==> src/rtl/reg_pkg.sv <==
// Shared constants and helpers for the elastic register pipeline.
package reg_pkg;

  localparam int REG_W = 30;

  // Width of a counter that must hold values 0..depth inclusive.
  function automatic int cnt_w(input int depth);
    return $clog2(depth + 1);
  endfunction

endpackage

==> src/rtl/register_stage.sv <==
// One valid/data slot of the elastic pipeline; ready is combinational from downstream.
module register_stage
  import reg_pkg::*;
#(
  parameter int               WIDTH     = REG_W,
  parameter logic [WIDTH-1:0] RESET_VAL = '0
) (
  input  logic             clk,
  input  logic             rst,
  input  logic             flush,
  input  logic             i_val,
  output logic             i_rdy,
  input  logic [WIDTH-1:0] i_data,
  output logic             o_val,
  input  logic             o_rdy,
  output logic [WIDTH-1:0] o_data
);

  logic             val_q, val_d;
  logic [WIDTH-1:0] data_q, data_d;
  logic             load;

  assign i_rdy  = !val_q || o_rdy;
  assign load   = i_val && i_rdy;
  assign o_val  = val_q;
  assign o_data = data_q;

  // Data only moves on a load, so a stalled output word stays stable.
  always_comb begin
    val_d  = val_q;
    data_d = data_q;
    if (flush) begin
      val_d  = 1'b0;
      data_d = RESET_VAL;
    end else if (load) begin
      val_d  = 1'b1;
      data_d = i_data;
    end else if (o_rdy) begin
      val_d  = 1'b0;
    end
  end

  always_ff @(posedge clk or posedge rst) begin
    if (rst) begin
      val_q  <= 1'b0;
      data_q <= RESET_VAL;
    end else begin
      val_q  <= val_d;
      data_q <= data_d;
    end
  end

endmodule

==> src/rtl/register_pipe.sv <==
// DEPTH-stage elastic register pipeline with synchronous flush and occupancy count.
// in_rdy depends combinationally on out_rdy through the whole ready chain.
module register_pipe
  import reg_pkg::*;
#(
  parameter int               WIDTH     = REG_W,
  parameter int               DEPTH     = 2,
  parameter logic [WIDTH-1:0] RESET_VAL = '0
) (
  input  logic                      clk,
  input  logic                      rst,
  input  logic                      flush,
  input  logic                      in_val,
  output logic                      in_rdy,
  input  logic [WIDTH-1:0]          in_data,
  output logic                      out_val,
  input  logic                      out_rdy,
  output logic [WIDTH-1:0]          out_data,
  output logic [cnt_w(DEPTH)-1:0]   count
);

  localparam int CW = cnt_w(DEPTH);

  if (DEPTH < 1) begin : g_bad_depth
    $error("register_pipe: DEPTH must be at least 1");
  end

  logic [DEPTH-1:0] v;
  logic [DEPTH:0]   r;
  logic [WIDTH-1:0] d [DEPTH];

  assign r[DEPTH] = out_rdy;

  for (genvar i = 0; i < DEPTH; i++) begin : g_stage
    logic             s_val;
    logic [WIDTH-1:0] s_data;

    if (i == 0) begin : g_head
      assign s_val  = in_val && !flush;
      assign s_data = in_data;
    end else begin : g_body
      assign s_val  = v[i-1];
      assign s_data = d[i-1];
    end

    register_stage #(
      .WIDTH    (WIDTH),
      .RESET_VAL(RESET_VAL)
    ) u_stage (
      .clk   (clk),
      .rst   (rst),
      .flush (flush),
      .i_val (s_val),
      .i_rdy (r[i]),
      .i_data(s_data),
      .o_val (v[i]),
      .o_rdy (r[i+1]),
      .o_data(d[i])
    );
  end

  assign in_rdy   = r[0] && !flush;
  assign out_val  = v[DEPTH-1];
  assign out_data = d[DEPTH-1];

  logic [CW-1:0] count_q, count_d;
  logic          push, pop;

  assign push  = in_val && in_rdy;
  assign pop   = out_val && out_rdy;
  assign count = count_q;

  always_comb begin
    count_d = count_q;
    if (flush) begin
      count_d = '0;
    end else if (push && !pop) begin
      count_d = count_q + CW'(1);
    end else if (pop && !push) begin
      count_d = count_q - CW'(1);
    end
  end

  always_ff @(posedge clk or posedge rst) begin
    if (rst) begin
      count_q <= '0;
    end else begin
      count_q <= count_d;
    end
  end

endmodule
==> config.mk <==
export PLATFORM = sky130hd
export DESIGN_NAME = register_pipe
export DESIGN_NICKNAME = d
export VERILOG_FILES = /design/src/rtl/reg_pkg.sv /design/src/rtl/register_stage.sv /design/src/rtl/register_pipe.sv
export SDC_FILE = /design/constraint.sdc
export NUM_CORES = 1
export LEC_CHECK = 0
export CELL_PAD_IN_SITES_DETAIL_PLACEMENT = 1
export CELL_PAD_IN_SITES_GLOBAL_PLACEMENT = 2
export CORE_ASPECT_RATIO = 1.1
export CORE_UTILIZATION = 41
export DETAILED_ROUTE_END_ITERATION = 8
export DONT_BUFFER_PORTS = 1
export GPL_TIMING_DRIVEN = 0
export PLACE_DENSITY = 0.77
export REMOVE_ABC_BUFFERS = 1
export SLEW_MARGIN = 20
export SYNTH_ARGS = -nofsm -noshare
export SYNTH_HDL_FRONTEND = slang
export SYNTH_SLANG_ARGS = --single-unit
==> constraint.sdc <==
create_clock -name clk -period 2.5 [get_ports clk]
set_clock_uncertainty 0.1 [all_clocks]
set_input_delay 0.5 -clock clk [delete_from_list [all_inputs] [get_ports clk]]
set_output_delay 0.5 -clock clk [all_outputs]
set_load 0.005 [all_outputs]
==> flow_metrics.tcl, run 1 <==
set metrics [dict create \
    critPathCaptureType "flop" \
    clk_latency_ns 0.32 \
    start_kind "flop" \
    min_path_type "input pin to flop" \
    ys_seq_area_share_pct 60.07 \
    slowest_stage "nor3b_4" \
    cts_buffer_depth 2 \
    wl_um 5568 \
    worstPathMaxFanout 18 \
    hold_depth 1 \
    period_minus_slack_ns 1.971 \
    synth_area_leaders "dfrtp_1 60%, mux2_1 11%, a22o_1 9.9%" \
    grt_pass1_vias 1717 \
    outcome "finished clean" \
    cts_buffers 9 \
    critPathKind "flop to flop" \
    reg2reg_depth 4 \
    drt_pass1_iterations 4 \
    cp.arrival_ns 2.13 \
    r2r_slack_ns 0.53 \
    crit_required_ns 2.66 \
    clock.fmax_mhz 507.3 \
    synth_edf_count 0 \
    synth_largest_area_cell "dfrtp_1" \
    yosys-top-cells-count "64 x dfrtp_1, 30 x a22o_1, 30 x nor2b_1, 25 x mux2_1" \
    synth_top_flop_cell "dfrtp_1" \
    cts.sinks 64 \
    clk_pin_slew_worst_paths_ns 0.06 \
    post-route-period-util_pct 78.85 \
    layout-drive-gt1-share_pct 13.64 \
    hold_violations 0 \
    setup-tns-final_ns 0 \
    place_inst 262 \
    die_h_um 86.58 \
    grt_max_degree 46 \
    p_leak_uw 0.001404 \
    cts_tree "done" \
    dieWidth_um 78.89 \
    syn_area_um2 2666 \
    ios 69 \
    ir_worst_vdd_v 0.0002959 \
    pwr_density_cell_nw_per_um2 740.6 \
    vias_per_cell 5.500 \
    timing.rr.start "g_stage[1].u_stage.o_val" \
    synth_cell_types 25 \
    setup_violations 0 \
    final_nets 229 \
    dieArea_um2 6830 \
    num_rows 30 \
    grt_use_total_pct 18.24 \
    hpwl_um 3667 \
    crit_chain "and2b_1 > nor3b_4 > buf_6 > a22o_1" \
    ys_seq_elements 64 \
    core-area_um2 6231 \
    slew_violations 0 \
    stdcell_count 278 \
    wire_per_inst_um 20.03 \
    syn_inst 192 \
    antenna_left 0 \
    async_flop_share_pct 100.0 \
    critPathMaxStageDelay_ns 0.69 \
    yosys.area.top_type_share_pct 60.07 \
    cap_violations 0 \
    areaGrowthSynthToFinish_pct 10.70 \
    rsz0062_at_grt "no" \
    ys_warn_count 0 \
    yosysMostFrequentCell "dfrtp_1" \
    rr_endpoint "g_stage[1].u_stage.o_data[20]" \
    relSlewSlack_pct 45.05 \
    antenna_found_initial 0 \
    syn_area_per_cell_um2 13.89 \
    grt_overflow 0 \
    start_util_pct 42.79 \
    p_total_uw 2186 \
    drc_errors 0 \
    min_to "g_stage[1].u_stage.o_val" \
    antennaDiodeCount 0 \
    worst_slew_pin_slew_ns 0.8234 \
    drt_iter0_markers 42 \
    gp_congestion 0.6882 \
    grt_pass1_wl_um 9170 \
    io_buffers 0 \
    vias 1529 \
    cts.htree.levels 3 \
    fin_util_pct 47.37 \
    hp-start "flush" \
    cts-root-buf "clkbuf_8" \
]
==> area by class of cell <==
type	instances	area, µm²
well taps	80	100.1
fillers	645	3279
multi-input cells	114	968.4
flip-flops and latches	64	1602
inverters	1	6.256
clock inverters	2	37.54
clock buffers	13	168.9
repair buffers	4	68.82
==> layer usage <==
layer  wire length, µm  share of wire [%]  global-route usage [%]
met5                 0                  0                       0
met4               104                1.9                   9.421
met3               280                5.0                   4.947
met2              2911                 52                   29.96
met1              2271                 41                   22.03
==> kinds of logic after synthesis <==
logic type,after synthesis,synth area share (%)
buf+inv,14,4.035
mux,31,13.09
compound gates,36,11.31
simple gates,47,11.50
flops,64,60.07
==> worst max-delay path, delay by kind of cell, from the launching register on <==
kind | cells | cell delay (ns)
buffers and inverters | 1 | 0.26
AO/OA/AOI/OAI | 1 | 0.15
AND/OR/NAND/NOR | 2 | 0.93
flip-flops | 1 | 0.47
==> how the worst max path moves through the flow <==
stage / depth (start not counted) / start / end / slack (ns)
floorplan: 3 / out_rdy / g_stage[1].u_stage.o_data[0] / 0.27
global placement: 3 / out_rdy / g_stage[1].u_stage.o_data[22] / -0.51
detailed placement: 3 / flush / g_stage[0].u_stage.o_data[20] / 0.43
CTS: 3 / g_stage[1].u_stage.o_val / g_stage[0].u_stage.o_data[0] / 0.50
global route: 3 / g_stage[1].u_stage.o_val / g_stage[0].u_stage.o_data[3] / 0.37
finish: 4 / g_stage[1].u_stage.o_val / g_stage[1].u_stage.o_data[20] / 0.53
==> report_power, final <==
group / total, µW / switching, µW / internal (µW)
Sequential: 1130 / 37.1 / 1090
Clock: 907 / 369 / 538
Combinational: 152 / 77.6 / 74.2
==> sequential cells by signal, indices dropped and copies added (netlist names) <==
| register | count |
|---|---|
| g_stage.u_stage.o_val | 2 |
| g_stage.u_stage.o_data | 60 |
| count | 2 |
==> through the flow <==
| stage | instance area (µm²) | hold WS [ns] | setup slack [ns] |
|---|---|---|---|
| finish | 2952 | 0.1512 | 0.5288 |
| CTS | 2952 | 0.1288 | 0.4991 |
| detailed placement | 2735 | 0.2381 | 0.4303 |
| floorplan | 2562 | 0.3584 | 0.2703 |
| global route | 2952 | 0.1271 | 0.3655 |
| global placement | 2663 | 0.3656 | -0.5101 |
==> layout by cell type (no fill, tap or decap), types with 2 or more instances in the layout <==
cell and count:
nor2_1 6, a22o_1 30, mux2_2 6, and2b_1 3, mux2_1 25, clkbuf_8 12, nor2b_1 30, and3b_1 2
dfrtp_1 64
==> repair_timing <==
item / in CTS / in global routing
hold buffers: 1 / 0
setup buffers: 0 / 0
gates resized for setup: 0 / 0
hold endpoints to repair: 19 / 0
Note: power is estimated with default switching activity, not from simulation.
==> inputs of run 2 (changes only) <==
Settings changed: CORE_UTILIZATION 41 to 37, PLACE_DENSITY 0.77 to 0.73.
Clock period 2.5 ns to 1.8 ns, I/O delays scaled along.
==> run 2 against run 1 <==
Compared with the run above:
- worst setup slack got worse by 0.43 ns
- critical path depth is 1 lower
- register-to-register slack lost 0.43 ns
- largest power group unchanged
- combinational power up 44%
- sequential cell count unchanged
- total power up 44%
- design area is 2.2% higher
- clock-buffer cell count shrank 2
- global-route usage fell by 1.7 points
- sequential share of layout area fell by 1.1 points
- hold slack worse by 0.13 ns
- routed wire length grew 4.4%
==> flow_metrics.tcl, run 2 (synthesized netlist as in run 1, its figures left out) <==
set metrics [dict create \
    register_area_um2 1602 \
    clk_latency_ns 0.33 \
    dieWidth_um 82.94 \
    slew_violations 0 \
    ir_worst_vdd_v 0.0007136 \
    gp_congestion 0.7569 \
    fillerInstances 715 \
    setup-tns-final_ns 0 \
    core-area_um2 7007 \
    relSlewSlack_pct 69.48 \
    clock.fmax_mhz 587.2 \
    wire_per_inst_um 20.33 \
    pwr_density_cell_nw_per_um2 1043 \
    antennaDiodeCount 0 \
    io_buffers 0 \
    multiInputGateArea_um2 982.2 \
    grt_overflow 0 \
    start_util_pct 38.05 \
    final_nets 231 \
    timing.rr.start "g_stage[1].u_stage.o_val" \
    slowest_stage "dfrtp_1" \
    p_leak_uw 0.001423 \
    wl_um 5815 \
    crit_required_ns 1.90 \
    crit_chain "nand3b_1 > nand2_8 > mux2_1" \
    vias_per_cell 5.357 \
    min_path_type "input pin to flop" \
    cts.htree.levels 3 \
    final_common_cell "dfrtp_1" \
    crit_path_start "g_stage[1].u_stage.o_val" \
    hold_violations 0 \
    grt_pass1_vias 1724 \
    whs_ns 0.02539 \
    cts-root-buf "clkbuf_8" \
    drc_errors 0 \
    vias 1532 \
    layout-drive-gt1-share_pct 14.43 \
    ios 69 \
    start_kind "flop" \
    clk_pin_slew_worst_paths_ns 0.07 \
    outcome "finished clean" \
    final_cell_mix "64 x dfrtp_1, 30 x a22o_1, 30 x nor2b_1" \
    hp-start "flush" \
    worstPathMaxFanout 30 \
    grt_use_total_pct 16.53 \
    grt_max_degree 62 \
    drt_iter0_markers 43 \
    place_area_um2 2740 \
    period_minus_slack_ns 1.703 \
    areaGrowthSynthToFinish_pct 13.09 \
    worst_slew_pin_slew_ns 0.4568 \
    antenna_found_initial 0 \
    cts.sinks 64 \
    cts_tree "done" \
    rsz0062_at_grt "no" \
    die_h_um 91.04 \
    cts_buffers 9 \
    cts_buffer_depth 2 \
    post-route-period-util_pct 94.61 \
    num_rows 32 \
    hpwl_um 3763 \
    antenna_left 0 \
    dieArea_um2 7550 \
    critPathMaxStageDelay_ns 0.50 \
    p_total_uw 3145 \
    critPathCaptureType "flop" \
    critPathKind "flop to flop" \
    cp.arrival_ns 1.80 \
    drt_pass1_iterations 4 \
    cap_violations 0 \
    grt_pass1_wl_um 9591 \
    setup_violations 0 \
    largest_reg_flops 60 \
    stdcell_area_um2 3015 \
]
-- run 2: critical path: cells and delay by family, from the launching register on --
family	cells	cell delay, ns
AND/OR/NAND/NOR	2	0.60
flip-flops	1	0.50
multiplexers	1	0.37
-- run 2: repair_timing --
| action | 4_1_cts | 5_1_grt |
|---|---|---|
| resized for setup | 1 | 1 |
| endpoints found under the hold margin | 66 | 0 |
| endpoints found under the setup margin | 47 | 30 |
| buffers inserted | 1 | 0 |
| pin swaps | 1 | 0 |
| hold buffers | 2 | 0 |
-- run 2: final cells by class --
class,count,share of cell area (%)
Inverter,1,0.2075
Sequential cell,64,53.11
Timing Repair Buffer,6,3.237
Tap cell,85,3.527
Clock buffer,11,4.689
Multi-Input combinational cell,114,32.57
Clock inverter,5,2.656
-- run 2: path summary, 6_finish.rpt --
kind                                                 end  slack, ns  depth (start not counted)
hold reg to reg            g_stage[1].u_stage.o_data[27]       0.38                          1
min in group asynchronous   g_stage[1].u_stage.o_data[8]       0.28                          2
setup reg to reg           g_stage[0].u_stage.o_data[27]        0.1                          3
hold / removal                                  count[0]       0.03                          1
max in group asynchronous   g_stage[1].u_stage.o_data[7]       0.84                          3
setup / recovery           g_stage[0].u_stage.o_data[27]        0.1                          3
-- run 2: metrics by stage --
step	setup slack, ns	cells	util, %
floorplan	-0.2941	179	-
global placement	-1.084	264	38.09
detailed placement	-0.1551	267	39.11
CTS	0.06168	286	42.91
global route	0.0006131	286	43.04
finish	0.09706	286	43.04
-- run 2: metal layers --
layer  GRT usage, %  share of wire, %  vias up
met5              0                 0        -
met1          20.76                42      810
li1               -                 -      689
met3          5.818               4.1        4
met4          4.310              0.67        0
met2          27.12                54       29
-- run 2: report_power, final --
group	leakage, µW	internal (µW)	total, µW	switching (µW)
sequential	0.000862	1510	1570	52.5
combinational	0.000455	107	219	112
clock	0.000106	816	1360	544
==> inputs of run 3 (changes only) <==
Settings changed: RECOVER_POWER set to 100.
==> run 3 against run 2 <==
Compared with the run above:
- sequential cell count stayed put
- total power decreased by 0.45%
- die area unchanged
- critical endpoint unchanged
- cell count is the same
- core utilization down 0.39 points
- sequential share of layout area up 0.49 points
- clock-buffer cell count stayed put
- global-route usage did not move
- hold slack barely moved
==> flow_metrics.tcl, run 3 (synthesized netlist as in run 1, its figures left out) <==
set metrics [dict create \
    outcome "finished clean" \
    start_kind "flop" \
    cp.arrival_ns 1.79 \
    crit_end "g_stage[0].u_stage.o_data[27]" \
    cap_violations 0 \
    cts-root-buf "clkbuf_8" \
    critPathCaptureType "flop" \
    slew_violations 0 \
    rr_endpoint "g_stage[0].u_stage.o_data[27]" \
    clock.fmax_mhz 592.1 \
    hpwl_um 3763 \
    min_path_type "input pin to flop" \
    crit_required_ns 1.90 \
    drt_iter0_markers 39 \
    p_leak_uw 0.001410 \
    drt_pass1_iterations 4 \
    r2r_slack_ns 0.11 \
    areaGrowthSynthToFinish_pct 12.06 \
    reg2reg_depth 3 \
    fillerInstances 720 \
    clk_pin_slew_worst_paths_ns 0.07 \
    largest_reg_flops 60 \
    grt_pass1_wl_um 9591 \
    vias 1539 \
    dieArea_um2 7550 \
    critPathKind "flop to flop" \
    cts.htree.levels 3 \
    cts_buffers 9 \
    setup_ws_ns 0.1112 \
    wl_um 5813 \
    final_cell_mix "64 x dfrtp_1, 30 x a22o_1, 30 x nor2b_1" \
    hold_violations 0 \
    start_util_pct 38.05 \
    ios 69 \
    clk_latency_ns 0.33 \
    num_rows 32 \
    post-route-period-util_pct 93.82 \
    antenna_left 0 \
    final_common_cell "dfrtp_1" \
    period_minus_slack_ns 1.689 \
    setup_violations 0 \
    crit_path_start "g_stage[1].u_stage.o_val" \
    worst_slew_pin_slew_ns 0.8199 \
    gp_congestion 0.7569 \
    antennaDiodeCount 0 \
    place_ws_ns -0.1551 \
    whs_ns 0.02569 \
    relSlewSlack_pct 45.34 \
    io_buffers 0 \
    rsz0062_at_grt "no" \
    final_nets 231 \
    fin_util_pct 42.64 \
    ir_worst_vdd_v 0.0007141 \
    die_h_um 91.04 \
    dieWidth_um 82.94 \
    cts_tree "done" \
    wire_per_inst_um 20.33 \
    drc_errors 0 \
    cts.sinks 64 \
    worstPathMaxFanout 30 \
    grt_pass1_vias 1724 \
    grt_overflow 0 \
    pwr_density_cell_nw_per_um2 1048 \
    layout-drive-gt1-share_pct 14.43 \
    antenna_found_initial 0 \
    core-area_um2 7007 \
    vias_per_cell 5.381 \
    cts_buffer_depth 2 \
    grt_use_total_pct 16.53 \
    grt_max_degree 62 \
    timing.rr.start "g_stage[1].u_stage.o_val" \
]
## run 3: cell types whose count changed in the layout (fill, tap and decap cells not counted)
cell / before / now
buf_16: 1 / 0
clkbuf_4: 0 / 1
clkinvlp_2: 0 / 1
inv_4: 1 / 0
nor3b_2: 0 / 1
nor3b_4: 1 / 0
## run 3: final cells by class
class	instances	area [µm²]	area share (%)
clock inverters	5	80.08	2.680
clock buffers	11	141.4	4.732
well taps	85	106.4	3.559
flip-flops and latches	64	1602	53.60
multi-input cells	114	975.9	32.66
repair buffers	6	77.57	2.596
inverters	1	5.005	0.1675
## run 3: per-layer routing
metal,track usage (%),up-vias,wire length [µm]
met3,5.818,4,216
met1,20.76,819,2422
met5,0,-,0
li1,-,687,-
met4,4.310,0,38
met2,27.12,29,3136
## run 3: metrics by stage
stage	total power, µW	instances	TNS, ns	instance area (µm²)
4_1_cts	3186	286	0	3007
2_1_floorplan	1727	179	-25.34	2562
3_5_place_dp	1805	267	-4.945	2740
3_3_place_gp	1765	264	-82.65	2669
5_1_grt	3261	286	0	2988
6_report	3130	286	0	2988
## run 3: worst min path at each step
stage          start                            to  cells past startpoint
6_report       flush                      count[0]                      1
5_1_grt        flush                      count[0]                      1
4_1_cts        flush                      count[0]                      1
3_5_place_dp     rst  g_stage[1].u_stage.o_data[8]                      1
3_3_place_gp   flush      g_stage[1].u_stage.o_val                      1
2_1_floorplan  flush      g_stage[0].u_stage.o_val                      1
## run 3: worst max-delay path: stages, from the launching register on
cell and delay (ns):
dfrtp_1 0.49, nand3b_1 0.28, nand2_8 0.31, mux2_1 0.37
## run 3: what timing repair did
action,CTS,global route
hold endpoints to repair,66,0
gates resized for setup,1,1
buffers inserted,1,0
pin swaps,1,0
setup endpoints to repair,47,30
hold buffers,2,0
## run 3: power breakdown
group	internal (µW)	switching, µW
Combinational	101	110
Sequential	1510	52.1
Clock	816	538
